## config.mk

```make
export PLATFORM = sky130hd
export DESIGN_NAME = cic_monitor_scanner
export DESIGN_NICKNAME = d
export VERILOG_FILES = /design/src/rtl/cic_monitor_scanner.sv
export SDC_FILE = /design/constraint.sdc
export NUM_CORES = 1
export LEC_CHECK = 0
export ABC_CLOCK_PERIOD_IN_PS = 4800
export CAP_MARGIN = 20
export CORE_ASPECT_RATIO = 1.4
export CORE_MARGIN = 4
export CORE_UTILIZATION = 50
export DETAILED_ROUTE_END_ITERATION = 16
export PLACE_DENSITY = 0.87
export SLEW_MARGIN = 10
export SYNTH_ARGS = -nofsm -noshare
export SYNTH_HDL_FRONTEND = slang
export SYNTH_SLANG_ARGS = --single-unit
```

## constraint.sdc

```tcl
create_clock -name clk -period 4.8 [get_ports clk]
set_input_delay 1.2 -clock clk [delete_from_list [all_inputs] [get_ports clk]]
set_output_delay 1.2 -clock clk [all_outputs]
set_load 0.005 [all_outputs]
```

## src/rtl/cic_monitor_scanner.sv

```systemverilog
// Automatic scanner for the CIC3 monitor mux: walks the enabled taps, waits the settle time,
// captures each monitor word and hands it to the readout over a one-deep valid/ready slot.
module cic_monitor_scanner #(
  parameter int NUM_CH  = 16,
  parameter int SEL_W   = 4,
  parameter int DATA_W  = 25,
  parameter int DWELL_W = 20
) (
  input  logic               clk,
  input  logic               reset_n,
  input  logic               enable,
  input  logic               single_shot,
  input  logic [NUM_CH-1:0]  ch_mask,
  input  logic [DWELL_W-1:0] dwell_cycles,
  input  logic [DATA_W-1:0]  digital_monitor,
  output logic [SEL_W-1:0]   digital_monitor_sel,
  output logic [DATA_W-1:0]  sample_data,
  output logic [SEL_W-1:0]   sample_ch,
  output logic               sample_valid,
  input  logic               sample_ready,
  output logic               scan_done,
  output logic               overflow,
  input  logic               clear_overflow
);

  typedef enum logic [1:0] {
    S_IDLE    = 2'd0,
    S_SEEK    = 2'd1,
    S_SETTLE  = 2'd2,
    S_CAPTURE = 2'd3
  } state_t;

  state_t state_q, state_d;

  logic [SEL_W-1:0]   ptr_q, ptr_d;
  logic [SEL_W-1:0]   sel_q, sel_d;
  logic [NUM_CH-1:0]  mask_q, mask_d;
  logic [DWELL_W-1:0] cnt_q, cnt_d;
  logic [DATA_W-1:0]  data_q, data_d;
  logic [SEL_W-1:0]   ch_q, ch_d;
  logic               valid_q, valid_d;
  logic               done_q, done_d;
  logic               ovf_q, ovf_d;

  logic [SEL_W-1:0]   seek_idx;
  logic               hi_found;
  logic [SEL_W-1:0]   hi_idx;
  logic [SEL_W-1:0]   lo_idx;
  logic [NUM_CH-1:0]  above_vec;
  logic               pass_end;
  logic               pop;
  logic               mask_any;

  assign mask_any = |ch_mask;
  assign pop      = valid_q & sample_ready;

  // Lowest set mask bit at or above ptr, falling back to the lowest set bit overall.
  always_comb begin
    hi_found = 1'b0;
    hi_idx   = '0;
    lo_idx   = '0;
    for (int i = NUM_CH - 1; i >= 0; i--) begin
      if (ch_mask[i]) begin
        lo_idx = SEL_W'(i);
        if (i >= int'(ptr_q)) begin
          hi_found = 1'b1;
          hi_idx   = SEL_W'(i);
        end
      end
    end
    seek_idx = hi_found ? hi_idx : lo_idx;
  end

  // The pass ends when the latched mask has nothing above the channel being captured.
  genvar gi;
  generate
    for (gi = 0; gi < NUM_CH; gi++) begin : g_above
      assign above_vec[gi] = mask_q[gi] && (SEL_W'(gi) > sel_q);
    end
  endgenerate
  assign pass_end = ~|above_vec;

  always_ff @(posedge clk or negedge reset_n) begin
    if (!reset_n) begin
      state_q <= S_IDLE;
    end else begin
      state_q <= state_d;
    end
  end

  always_comb begin
    state_d = state_q;
    case (state_q)
      S_IDLE: begin
        if (enable && mask_any) state_d = S_SEEK;
      end
      S_SEEK: begin
        if (!enable || !mask_any) state_d = S_IDLE;
        else                      state_d = S_SETTLE;
      end
      S_SETTLE: begin
        if (!enable)           state_d = S_IDLE;
        else if (cnt_q == '0)  state_d = S_CAPTURE;
      end
      S_CAPTURE: begin
        if (!enable)                     state_d = S_IDLE;
        else if (pass_end && single_shot) state_d = S_IDLE;
        else                             state_d = S_SEEK;
      end
      default: state_d = S_IDLE;
    endcase
  end

  always_comb begin
    ptr_d   = ptr_q;
    sel_d   = sel_q;
    mask_d  = mask_q;
    cnt_d   = cnt_q;
    data_d  = data_q;
    ch_d    = ch_q;
    valid_d = valid_q;
    done_d  = 1'b0;
    ovf_d   = ovf_q;

    if (pop)            valid_d = 1'b0;
    if (clear_overflow) ovf_d   = 1'b0;

    case (state_q)
      S_SEEK: begin
        if (enable && mask_any) begin
          sel_d  = seek_idx;
          cnt_d  = dwell_cycles;
          mask_d = ch_mask;
        end
      end
      S_SETTLE: begin
        if (enable && cnt_q != '0) cnt_d = cnt_q - DWELL_W'(1);
      end
      S_CAPTURE: begin
        if (enable) begin
          if (!valid_q || pop) begin
            data_d  = digital_monitor;
            ch_d    = sel_q;
            valid_d = 1'b1;
          end else begin
            ovf_d = 1'b1;
          end
          ptr_d  = sel_q + SEL_W'(1);
          done_d = pass_end;
        end
      end
      default: ;
    endcase
  end

  always_ff @(posedge clk or negedge reset_n) begin
    if (!reset_n) begin
      ptr_q   <= '0;
      sel_q   <= '0;
      mask_q  <= '0;
      cnt_q   <= '0;
      data_q  <= '0;
      ch_q    <= '0;
      valid_q <= 1'b0;
      done_q  <= 1'b0;
      ovf_q   <= 1'b0;
    end else begin
      ptr_q   <= ptr_d;
      sel_q   <= sel_d;
      mask_q  <= mask_d;
      cnt_q   <= cnt_d;
      data_q  <= data_d;
      ch_q    <= ch_d;
      valid_q <= valid_d;
      done_q  <= done_d;
      ovf_q   <= ovf_d;
    end
  end

  assign digital_monitor_sel = sel_q;
  assign sample_data         = data_q;
  assign sample_ch           = ch_q;
  assign sample_valid        = valid_q;
  assign scan_done           = done_q;
  assign overflow            = ovf_q;

endmodule

```

**After elaboration in Yosys (flattened, before gate mapping)**

Index checks and enable logic that the tools add are counted.

- Register bits after elaboration: 78
- Word-level logic and storage cells: 185
- Output and inout port bits: 36
- Bits of input ports: 67

- $add $sub $neg: 2
- Multiplexer cells: 98
- Bitwise operators: 1
- Reductions and logical operators: 36
- Equality and inequality tests: 7
- $lt $le $gt $ge: 31

Operators by type and width:

| cell | count |
|---|---|
| 2-to-1 mux 4 bit | 47 |
| 2-to-1 mux 1 bit | 43 |
| 2-to-1 mux 20 bit | 2 |
| case mux 20 bit (2 select lines) | 1 |
| > comparator 4 bit (first input constant) | 8 |
| OR reduction 16 bit | 2 |
| greater-or-equal comparator 4 bit (first input constant) | 7 |
| zero test 20 bit | 1 |
| nonzero test 20 bit | 1 |
| subtractor 20 x 1 -> 20 bit (second input constant) | 1 |
| logical AND 1 bit | 19 |
| greater-or-equal comparator 3 x 4 -> 1 bit (first input constant) | 4 |
| > comparator 3 x 4 -> 1 bit (first input constant) | 4 |
| greater-or-equal comparator 1 x 4 -> 1 bit (first input constant) | 2 |
| greater-or-equal comparator 2 x 4 -> 1 bit (first input constant) | 2 |
| > comparator 1 x 4 -> 1 bit (first input constant) | 2 |
| > comparator 2 x 4 -> 1 bit (first input constant) | 2 |
| 2-to-1 mux 2 bit | 4 |
| case mux 2 bit (4 select lines) | 1 |
| != test 2 bit (second input constant) | 3 |
| AND reduction 2 bit | 3 |
| AND reduction 3 bit | 2 |
| adder 4 x 1 -> 4 bit (second input constant) | 1 |
| == test 2 bit (second input constant) | 2 |
| 7 further kinds | 11 |

**Depth between registers and ports, before layout**

- Word-level depth: 32
- Depth in mapped cells: 9
- Depth with buffers taken out: 8

**Worst setup path before layout**

No wires, ideal clock.

- Kind: input to register
- Start: input port ch_mask[0]
- End: register cnt_q[11]
- Path buffers: 1
- Stages: 7
- Setup slack: 2.066 ns
- Setup time: 0.127 ns
- Required time: 4.673 ns
- Data arrival time: 2.608 ns
- Path through: nor4_1 nand4_1 nand4b_2 and2_1 buf_2 a21oi_1 o2bb2a_1

- Word-level cells in the longest chain between the ends: 4

RTL lines:

| what | line | RTL |
|---|---|---|
| start: declaration | 13 | `input logic [NUM_CH-1:0] ch_mask,` |
| OR reduction 16 bit | 54 | `assign mask_any = \|ch_mask;` |
| logical AND 1 bit | 130 | `if (enable && mask_any) begin` |
| != test 2 bit (no line) | n/a |  |
| AND reduction 3 bit (no line) | n/a |  |
| end signal: assignment | 171 | `cnt_q <= cnt_d;` |
| end: declaration | 38 | `logic [DWELL_W-1:0] cnt_q, cnt_d;` |

Every way passes these cells.
A chain may end at the register's enable or synchronous reset.

**Worst setup path in the final report**

- Start: input port ch_mask[1]
- End: register cnt_q[2]

Same word-level chain as after synthesis.

==> reports/summary.txt <==
Status: complete, no violations
Register bit count reported by yosys: 77
Total Power: 3189 uW
Ys async rst share: 1.000
Hold Crit Depth: 2
CTS tree: built
Final setup violation count: 0
Synth Cell Area: 4285 um2
WP data required: 4.96 ns
Sequential share of the synthesized area: 0.4496
Die Span Y: 117.5 um
Post-synth EDFFs: 0
Final TNS setup: 0 ns
Setup slack, reg-to-reg: 1.89 ns
Layout Nets: 627
Share of cells above drive strength 1: 0.1266
Clock Skews: 0.008700 ns
PwrDens: 562.1 nW/um2
DRT antenna net count: 0
CP peak stage delay: 0.63 ns
VDD IR max: 435.6 uV
Remaining Overflow, GRT: 0
Data arrival time of the critical path: 4.10 ns
Worst r2r src: cnt_q[0]
Routed WL: 12,480 um
Worst Hold End: mask_q[12]
First-pass GRT wire length: 19,610 um
Initial Util: 0.5196
Footprint of the multi-input gates: 2183 um2
Slowest CP cell: nand2_1
Worst-path cell chain: clkdlybuf4s50_1, nor4_1, nand4_1, nand4b_2, nand2_1, a21oi_1, a21oi_1
Resized cells post-CTS: 0
Most frequent cells in the layout: clkdlybuf4s50_1 (101), dfrtp_1 (77), nand2_1 (73), a21oi_1 (42), nor2_1 (31)
Wirelength per Cell: 18.82 um
Final Hold Fails: 0
Max Cap Viol: 0
Synth warn: 0
Area Growth Syn to Fin: 32.41%
# H-tree levels: 3
Tot GR Track Use: 0.2441
Via density: 6.081
Minimum clock period: 3.937 ns
Hold Startpoint: mask_q[12]
GPL Wtd Cong: 0.9304
Fin crit share: 0.8201
Initial antenna violation count: 0
Register area: 1927 um2
Longest Clk Path Bufs: 2
Post-CTS Repair Setup Buffers: 0
IO Pins: 103
Drt first pass iters: 4
Critical path class: primary input to flop
Clock Latency Late Sink: 0.34 ns
Reg2Reg Depth: 8
Synth Flop Type: dfrtp_1
Most common cell after layout, fill and taps aside: clkdlybuf4s50_1
Cts hold-fix bufs: 0
1st-iter DRT viols: 298
Hold/Removal Path Class: flop to flop
CTS Buf Count: 9
Max FO, Critical Path: 30
Cell variety after synth: 64
DP Area: 5343 um2
Top Family by Delay on Critical Path: simple AND/OR/NAND/NOR gates
Syn Nets: 534
CTS root buf: clkbuf_16
Pins over their slew limit: 0
Tightest Pin Transition: 0.9727 ns
Vias in the first global route: 3,990
Worst-path clk slew: 0.06 ns
Diode count: 0
Unrepaired setup endpoints after global routing: false
Filler Cells Inserted: 615
Startpoint types: primary input
Post-route DRC violation count: 0
Die width: 86.24 um
Max Freq: 254.0 MHz
Clk sinks: 77
CP bufs+invs: 1
CP endpoint kind: flop
PortBufs: 102
Dpl hpwl: 9028 um
Via Count: 4,032
Area of the core: 8247 um2
P_leak: 0.002313 uW
Post-synthesis cell count: 463
Rows: 39
Worst slew margin: 0.3515
Die area: 10,140 um2
Pin count of the biggest net entering global routing: 78
Reg-to-reg endpoint: cnt_q[2]
Syn Area/Cell: 9.256 um2
Most frequent CP cell: a21oi_1
Final instance area: 5674 um2
cell usage after synthesis, drive strengths merged, types with 3 or more instances:
library cell / number / area [um2]
a211oi: 3 / 22.52
a21boi: 6 / 45.04
a21o: 4 / 30.03
a21oi: 42 / 210.2
a31oi: 10 / 62.56
buf: 9 / 57.56
clkbuf: 15 / 66.31
dfrtp: 77 / 1927
ha: 4 / 50.05
inv: 15 / 56.30
mux2: 30 / 337.8
nand2: 75 / 286.5
nand2b: 7 / 43.79
nand3: 10 / 50.05
nand4: 8 / 56.30
nor2: 31 / 116.4
nor2b: 6 / 37.54
nor3: 7 / 35.03
nor4: 7 / 43.79
o211ai: 4 / 30.03
o21a: 3 / 22.52
o21ai: 28 / 143.9
o21bai: 3 / 22.52
o221ai: 3 / 32.53
o22a: 5 / 43.79
o22ai: 8 / 50.05
o31ai: 3 / 22.52
or2: 3 / 18.77
or3: 5 / 31.28
report_power, final:
group	total, uW	leakage, uW	switching, uW	internal, uW
combinational	1180	0.00122	543	633
sequential	1270	0.000936	324	945
clock	744	0.000156	271	473
routing by layer:
| metal | up-vias | part of all wire | GRT usage |
|---|---|---|---|
| met5 | - | 0 | 0 |
| met4 | 0 | 0.034 | 0.1101 |
| met3 | 36 | 0.071 | 0.04692 |
| met2 | 204 | 0.53 | 0.4348 |
| met1 | 1928 | 0.36 | 0.2756 |
| li1 | 1864 | - | - |
cells by family (layout without fill, tap and decap cells):
kind of cell,Yosys count,after routing,share of synthesized area
muxes,30,30,0.07883
AOI/OAI and AO/OA,137,137,0.2140
adders and majority gates,5,5,0.01402
and+or+nand+nor,173,173,0.1974
xor gates and xnor gates,2,2,0.004088
DFF,77,77,0.4496
buffers and inverters,39,137,0.04204
state kept, by name (all words and copies together), names as in the netlist:
register	count
cnt_q	20
digital_monitor_sel	4
mask_q	15
overflow	1
ptr_q	4
sample_ch	4
sample_data	25
sample_valid	1
scan_done	1
state_q	2
worst max path at each step:
stage / slack [ns] / endpoint / start / cells past startpoint
after CTS: 0.99 / cnt_q[1] / ch_mask[1] / 7
after global placement: 0.80 / cnt_q[18] / ch_mask[1] / 7
after global routing: 0.69 / cnt_q[2] / ch_mask[13] / 7
final: 0.86 / cnt_q[2] / ch_mask[1] / 7
after floorplan: 2.07 / cnt_q[11] / ch_mask[0] / 7
after detailed placement: 0.68 / cnt_q[1] / ch_mask[1] / 7
worst reg2reg max path: cells and delay by family, from the launching register on:
| kind | cells | cell delay, ns |
|---|---|---|
| adder cells (fa/ha/maj) | 1 | 0.23 |
| AND/OR/NAND/NOR | 3 | 1.11 |
| buffers and inverters | 1 | 0.10 |
| flip-flops | 1 | 0.38 |
| AO/OA/AOI/OAI | 3 | 0.92 |
through the flow:
stage               setup WS, ns  hold WS [ns]  utilization  std cells
floorplan                  2.066        0.4377            -        463
global placement          0.8021        0.4561       0.6479        647
detailed placement        0.6780        0.4651       0.6479        647
CTS                       0.9934        0.4842       0.6881        663
global route              0.6898        0.5035       0.6881        663
finish                    0.8635        0.4838       0.6881        663
final cells by class:
| class | instances | share of cell area |
|---|---|---|
| repair buffers | 106 | 0.1848 |
| clock inverters | 6 | 0.01632 |
| multi-input cells | 347 | 0.3848 |
| well taps | 102 | 0.02249 |
| flip-flops and latches | 77 | 0.3396 |
| inverters | 15 | 0.009923 |
| clock buffers | 10 | 0.04212 |
Note: power is estimated with default switching activity, not from simulation.
